[src/rtl/ram_seg_scanner_pkg.sv]
// ram_seg_scanner_pkg
// Shared definitions for the RAM-fed 7-segment display scanner:
//   - RAM address/data widths
//   - active-low segment patterns for blank and dash
//   - fetch/convert FSM state encoding (2 bits)
//   - pow10() helper for sizing the binary-to-BCD converter
package ram_seg_scanner_pkg;

    localparam int ADDR_W = 10;
    localparam int DATA_W = 32;

    localparam logic [6:0] SEG_BLANK = 7'b1111111;
    localparam logic [6:0] SEG_DASH  = 7'b1111110;

    typedef enum logic [1:0] {
        ST_IDLE    = 2'd0,
        ST_FETCH   = 2'd1,
        ST_CONVERT = 2'd2,
        ST_LOAD    = 2'd3
    } state_t;

    // 10^n for small n (n <= 9 fits comfortably in 32 bits).
    function automatic int pow10(input int n);
        int p;
        p = 1;
        for (int i = 0; i < n; i++) begin
            p = p * 10;
        end
        return p;
    endfunction

endpackage

[src/rtl/ram_seg_scanner_seg7_decode.sv]
// seg7_decode
// Combinational BCD digit to active-low 7-segment decoder.
// Ports:
//   bcd  [3:0] in  : digit value; 10..15 decode to blank
//   dash       in  : force the dash pattern regardless of bcd
//   seg  [6:0] out : segments, active-low, seg[6]=A .. seg[0]=G
module seg7_decode
    import ram_seg_scanner_pkg::*;
(
    input  logic [3:0] bcd,
    input  logic       dash,
    output logic [6:0] seg
);

    always_comb begin
        seg = SEG_BLANK;
        if (dash) begin
            seg = SEG_DASH;
        end else begin
            case (bcd)
                4'd0:    seg = 7'b0000001;
                4'd1:    seg = 7'b1001111;
                4'd2:    seg = 7'b0010010;
                4'd3:    seg = 7'b0000110;
                4'd4:    seg = 7'b1001100;
                4'd5:    seg = 7'b0100100;
                4'd6:    seg = 7'b0100000;
                4'd7:    seg = 7'b0001111;
                4'd8:    seg = 7'b0000000;
                4'd9:    seg = 7'b0000100;
                default: seg = SEG_BLANK;
            endcase
        end
    end

endmodule

[src/rtl/ram_seg_scanner.sv]
// ram_seg_scanner
// Periodically reads one 32-bit word from the data RAM, converts it to
// decimal with a bit-serial double-dabble and drives a multiplexed,
// active-low, multi-digit 7-segment display.
// Ports:
//   clock          in  : sole clock, rising edge
//   reset          in  : synchronous active-high reset
//   rd_gnt         in  : RAM read port granted this cycle
//   addr     [9:0] out : RAM read address (always BASE_ADDR)
//   result  [31:0] in  : RAM read data, combinational from addr
//   seg      [6:0] out : segments, active-low
//   an  [DIGITS-1:0] out : digit enables, active-low, an[0] = LSD
//   busy           out : fetch/convert FSM not idle
//   overflow       out : last captured value does not fit in DIGITS digits
module ram_seg_scanner
    import ram_seg_scanner_pkg::*;
#(
    parameter logic [ADDR_W-1:0] BASE_ADDR   = '0,
    parameter int                DIGITS      = 4,
    parameter int                REFRESH_DIV = 50000
) (
    input  logic               clock,
    input  logic               reset,
    input  logic               rd_gnt,
    output logic [ADDR_W-1:0]  addr,
    input  logic [DATA_W-1:0]  result,
    output logic [6:0]         seg,
    output logic [DIGITS-1:0]  an,
    output logic               busy,
    output logic               overflow
);

    localparam logic [DATA_W-1:0] MAX_VAL = DATA_W'(pow10(DIGITS) - 1);
    localparam int CONV_W = $clog2(pow10(DIGITS));
    localparam int BCD_W  = 4 * DIGITS;
    localparam int CNT_W  = $clog2(CONV_W + 1);
    localparam int DIV_W  = $clog2(REFRESH_DIV);
    localparam int DIG_W  = (DIGITS > 1) ? $clog2(DIGITS) : 1;

    state_t             state_q, state_d;
    logic [CONV_W-1:0]  val_q, val_d;
    logic [BCD_W-1:0]   bcd_q, bcd_d;
    logic [CNT_W-1:0]   cnt_q, cnt_d;
    logic               ovf_pend_q, ovf_pend_d;
    logic [BCD_W-1:0]   disp_q, disp_d;
    logic               disp_dash_q, disp_dash_d;
    logic               ovf_q, ovf_d;
    logic [DIV_W-1:0]   div_q, div_d;
    logic [DIG_W-1:0]   dig_q, dig_d;
    logic [6:0]         seg_q, seg_d;
    logic [DIGITS-1:0]  an_q, an_d;
    logic               first_q, first_d;

    logic [BCD_W-1:0]   bcd_adj;
    logic [3:0]         disp_nib [DIGITS];
    logic [6:0]         dec_seg;
    logic               div_wrap;
    logic               last_dig;
    logic               refresh_req;

    // Double-dabble add-3 correction, applied to every nibble before the shift.
    for (genvar gi = 0; gi < DIGITS; gi++) begin : g_nib
        assign bcd_adj[4*gi +: 4] = (bcd_q[4*gi +: 4] >= 4'd5) ?
                                    bcd_q[4*gi +: 4] + 4'd3 : bcd_q[4*gi +: 4];
        assign disp_nib[gi] = disp_q[4*gi +: 4];
    end

    seg7_decode u_dec (
        .bcd  (disp_nib[dig_q]),
        .dash (disp_dash_q),
        .seg  (dec_seg)
    );

    // Scan counters run regardless of the FSM. A refresh is requested once
    // per full digit sweep, plus once right after reset so the display does
    // not wait a whole sweep for its first value.
    always_comb begin
        div_wrap    = (div_q == DIV_W'(REFRESH_DIV - 1));
        last_dig    = (dig_q == DIG_W'(DIGITS - 1));
        refresh_req = (div_wrap && last_dig) || first_q;
        first_d     = 1'b0;

        div_d = div_wrap ? '0 : div_q + 1'b1;
        dig_d = dig_q;
        an_d  = an_q;
        seg_d = seg_q;
        if (div_wrap) begin
            dig_d = last_dig ? '0 : dig_q + 1'b1;
            an_d  = ~(DIGITS'(1) << dig_q);
            seg_d = dec_seg;
        end
    end

    // Fetch / convert FSM. The display copy disp_q is only written in LOAD,
    // so the scan never sees a half-converted value.
    always_comb begin
        state_d     = state_q;
        val_d       = val_q;
        bcd_d       = bcd_q;
        cnt_d       = cnt_q;
        ovf_pend_d  = ovf_pend_q;
        disp_d      = disp_q;
        disp_dash_d = disp_dash_q;
        ovf_d       = ovf_q;
        case (state_q)
            ST_IDLE: begin
                if (refresh_req) begin
                    state_d = ST_FETCH;
                end
            end
            ST_FETCH: begin
                if (rd_gnt) begin
                    val_d      = result[CONV_W-1:0];
                    ovf_pend_d = (result > MAX_VAL);
                    bcd_d      = '0;
                    cnt_d      = '0;
                    state_d    = ST_CONVERT;
                end
            end
            ST_CONVERT: begin
                bcd_d = (bcd_adj << 1) | BCD_W'(val_q[CONV_W-1]);
                val_d = val_q << 1;
                cnt_d = cnt_q + 1'b1;
                if (cnt_q == CNT_W'(CONV_W - 1)) begin
                    state_d = ST_LOAD;
                end
            end
            ST_LOAD: begin
                disp_d      = bcd_q;
                disp_dash_d = ovf_pend_q;
                ovf_d       = ovf_pend_q;
                state_d     = ST_IDLE;
            end
            default: state_d = ST_IDLE;
        endcase
    end

    always_ff @(posedge clock) begin
        if (reset) begin
            state_q     <= ST_IDLE;
            val_q       <= '0;
            bcd_q       <= '0;
            cnt_q       <= '0;
            ovf_pend_q  <= 1'b0;
            disp_q      <= '0;
            disp_dash_q <= 1'b0;
            ovf_q       <= 1'b0;
            div_q       <= '0;
            dig_q       <= '0;
            seg_q       <= SEG_BLANK;
            an_q        <= '1;
            first_q     <= 1'b1;
        end else begin
            state_q     <= state_d;
            val_q       <= val_d;
            bcd_q       <= bcd_d;
            cnt_q       <= cnt_d;
            ovf_pend_q  <= ovf_pend_d;
            disp_q      <= disp_d;
            disp_dash_q <= disp_dash_d;
            ovf_q       <= ovf_d;
            div_q       <= div_d;
            dig_q       <= dig_d;
            seg_q       <= seg_d;
            an_q        <= an_d;
            first_q     <= first_d;
        end
    end

    assign addr     = BASE_ADDR;
    assign seg      = seg_q;
    assign an       = an_q;
    assign busy     = (state_q != ST_IDLE);
    assign overflow = ovf_q;

endmodule

[config.mk]
export PLATFORM = sky130hd
export DESIGN_NAME = ram_seg_scanner
export DESIGN_NICKNAME = d
export VERILOG_FILES = /design/src/rtl/ram_seg_scanner_pkg.sv /design/src/rtl/ram_seg_scanner_seg7_decode.sv /design/src/rtl/ram_seg_scanner.sv
export SDC_FILE = /design/constraint.sdc
export NUM_CORES = 1
export LEC_CHECK = 0
export ABC_CLOCK_PERIOD_IN_PS = 2100
export BUFFER_PORTS_ARGS = -buffer_cell sky130_fd_sc_hd__clkbuf_2
export CAP_MARGIN = 25
export CORE_ASPECT_RATIO = 2
export CORE_MARGIN = 4
export CORE_UTILIZATION = 52
export CTS_CLUSTER_SIZE = 28
export DETAILED_ROUTE_END_ITERATION = 10
export GPL_ROUTABILITY_DRIVEN = 0
export GPL_TIMING_DRIVEN = 0
export PLACE_DENSITY = 0.76
export SLEW_MARGIN = 20
export SYNTH_ARGS = -nofsm -noshare
export SYNTH_HDL_FRONTEND = slang
export SYNTH_SLANG_ARGS = --single-unit
[constraint.sdc]
create_clock -name clock -period 2.1 [get_ports clock]
set_input_delay 0 -clock clock [delete_from_list [all_inputs] [get_ports clock]]
set_output_delay 0 -clock clock [all_outputs]
set_load 0.02 [all_outputs]
==> key figures <==
Outcome
  – Status: completed

STA
  – Final Skew: 0.007117 ns
  – Final worst setup slack: 0.07918 ns
  – # setup viols final: 0
  – Worst-Margin Slew: 0.6153 ns
  – Period utilisation layout: 0.9623
  – Final Hold Fails: 0
  – Setup TNS Final: 0 ns
  – Rel. slew slack: 0.5898
  – Slew Viols, Final: 0
  – FMAX: 494.9 MHz
  – Final min period: 2.021 ns

Worst setup path
  – Worst reg2reg path startpoint: dig_q[1]$_SDFFE_PP0N_
  – Critical path startpoint category: flip-flop
  – R2R setup slack: 0.08 ns
  – R2r endpoint: seg[3]$_SDFFE_PP1N_
  – Max stage delay on crit path: 0.55 ns
  – Worst reg2reg path depth: 7
  – Slowest cell on the critical path: mux4_2
  – CP arrival: 2.28 ns
  – Req. time, crit path: 2.36 ns
  – Critical Path Fanout Max: 6
  – Crit end category: flip-flop
  – Crit path cell chain: buf_6 > mux4_2 > inv_1 > ha_1 > nand2b_1 > a21o_1 > a32oi_1
  – CP Class: reg2reg

Run
  – Max Cap Viol: 0

Min path
  – Hold EP: state_q[0]$_SDFFE_PP0P_
  – Worst hold start: rd_gnt
  – Min-delay worst type: in2reg
  – Hold Path Cell Cnt: 4

Synthesis
  – Syn Area/Cell: 8.908 um2
  – Dominant cells by area after synthesis: dfxtp_1, ha_1, nor2_1
  – Sequential area share after synthesis: 0.4095
  – Unique masters post-synth: 46
  – Register bit total from synthesis: 84
  – Async SR Flop Fraction: 0
  – Post-synth EDFFs: 0
  – Synth Warn #: 0
  – Main synth FF type: dfxtp_1
  – Synthesized area: 0.004106 mm2
  – Post-synth top area share: 0.4095
  – Post-synthesis cell count: 461
  – Most common cell in the netlist: dfxtp_1
  – Area leader, netlist: dfxtp_1
  – Synth top cells by count: dfxtp_1, nor2_1, ha_1

Power
  – Reg power frac: 0.401
  – Switching Fraction: 0.2987
  – Clock power share: 0.378
  – Pint: 3.153 mW
  – Static leakage: 1.982 nW
  – Maximum vdd ir drop: 0.0007678 V
  – P_sw: 1.343 mW
  – Power per cell area: 896.8 mW/mm2
  – Comb power frac: 0.221

Route
  – Total number of vias: 3,549
  – First DRT Iteration DRCs: 197
  – WL/cell: 15.66 um
  – Routed wire length: 10.06 mm
  – # DRC: 0
  – Post-DR vias/cell: 5.528
  – Number of detailed-route iterations in the first pass: 4
  – Final ANT Viol Nets: 0

CTS
  – CTS tree: done
  – CTS buffer count: 9
  – Clock Path Buffers: 2
  – H-tree levels: 3
  – Clock Latency Late Sink: 0.34 ns
  – CTS sink count: 84
  – Clock root buffer: clkbuf_16
  – Clk slew on worst S/H paths: 0.06 ns

Place
  – Final HPWL DP: 7.197 mm
  – Pre-CTS setup slack: -0.03558 ns
  – PortBufs: 47

GRT
  – Antenna violations before repair: 0
  – Global-route wire length before repair: 16.71 mm
  – Largest net degree at the start of global routing: 14
  – All-Layer GR Usage: 0.2193
  – Gr ovfl total: 0
  – Vias in the first global route: 3,705

Floorplan
  – DIE HEIGHT: 133.7 um
  – # IOs: 58
  – Starting Density: 0.5363
  – Row count: 45
  – Die Width: 70.84 um
  – Core area: 0.007657 mm2
  – Die ar.: 0.009469 mm2

Final layout
  – Fin nets: 603
  – Diodes inserted: 0
  – Area Overhead vs Synth: 22.06%
  – Fraction of layout cells with a size suffix above 1: 0.1880
==> per-layer routing <==
layer  routed length, um  track usage
met1                3560       0.2040
met2                5959       0.4405
met3                 280      0.03927
met4                 255      0.09623
met5                   0            0
==> what timing repair did <==
item                                    CTS  global route
setup buffers                             2             1
endpoints found under the setup margin   30            44
hold buffers                             16             0
gates resized for setup                   3            13
hold endpoints to repair                 15             0
cloned                                    0             0
==> kinds of logic (layout without fill, tap and decap cells) <==
kind of cell / Yosys count / after routing / share of synthesized area
simple gates: 171 / 171 / 0.1929
flops: 84 / 84 / 0.4095
compound gates: 75 / 75 / 0.1268
buf+inv: 56 / 134 / 0.06703
mux: 27 / 27 / 0.07800
fa+ha+maj: 25 / 25 / 0.07617
xor+xnor: 22 / 22 / 0.04875
other cells: 1 / 10 / 0.0009132
==> critical path, delay by kind of cell, from the launching register on <==
kind            cells  cell delay [ns]
buf+inv             2             0.27
mux                 1             0.55
fa+ha+maj           1             0.25
simple gates        1             0.14
compound gates      2             0.36
flops               1             0.36
==> metrics by stage <==
| stage | cells | hold slack, ns | power [mW] | utilization | instance area [um2] |
|---|---|---|---|---|---|
| global placement | 611 | 0.1172 | 2.753 | 0.5868 | 4493 |
| detailed placement | 611 | 0.1211 | 2.783 | 0.5868 | 4493 |
| CTS | 643 | 0.3083 | 4.502 | 0.6516 | 4990 |
| finish | 642 | 0.2820 | 4.495 | 0.6546 | 5012 |
| floorplan | 470 | 0.02772 | 2.517 | - | 4140 |
| global route | 642 | 0.3281 | 4.697 | 0.6546 | 5012 |
==> final cells by class <==
type,count,area [um2]
Fill cell,616,2645
Timing Repair Buffer,66,417.9
Clock inverter,4,72.57
Multi-Input combinational cell,330,2208
Inverter,20,75.07
Tap cell,94,117.6
Clock buffer,12,246.5
Sequential cell,84,1684
Buffer,32,190.2
==> layout by cell type (no fill, tap or decap), drive strengths merged, types with 6 or more instances in the layout <==
cell and count:
nor4 7, conb 10, o22ai 12, a22oi 8, nor2 81, xnor2 16, xor2 6, mux2i 23
nand3 15, clkbuf 70, dfxtp 84, dlygate4sd3 16, nor3 22, buf 24, o21ai 11, inv 20
nand2b 12, a32oi 9, a21oi 15, nand2 22, ha 25
==> flip-flops by register name (all words and copies together) (netlist names) <==
name        cells
an              4
bcd_q          16
cnt_q           4
dig_q           2
disp_q         16
div_q          16
first_q         1
overflow        1
ovf_pend_q      1
seg             7
state_q         2
val_q          14
==> power groups by stage <==
| stage | combinational (mW) | sequential [mW] | clock, mW |
|---|---|---|---|
| 2_1_floorplan | 0.706 | 1.81 | 0 |
| 3_3_place_gp | 0.924 | 1.83 | 0 |
| 3_5_place_dp | 0.947 | 1.84 | 0 |
| 4_1_cts | 0.981 | 1.80 | 1.72 |
| 5_1_grt | 1.11 | 1.82 | 1.77 |
| 6_report | 0.992 | 1.80 | 1.70 |
==> how the worst max path moves through the flow <==
stage,cells past startpoint,startpoint,to
after CTS,7,dig_q[1]$_SDFFE_PP0N_,seg[3]$_SDFFE_PP1N_
after global placement,8,state_q[1]$_SDFFE_PP0P_,val_q[7]$_SDFFE_PP0P_
final,7,dig_q[1]$_SDFFE_PP0N_,seg[3]$_SDFFE_PP1N_
after global routing,7,div_q[1]$_SDFF_PP0_,an[2]$_SDFFE_PP1N_
after floorplan,7,dig_q[1]$_SDFFE_PP0N_,seg[3]$_SDFFE_PP1N_
after detailed placement,7,div_q[0]$_SDFF_PP0_,seg[6]$_SDFFE_PP1N_
No activity file was read; power rests on OpenSTA's default activity.
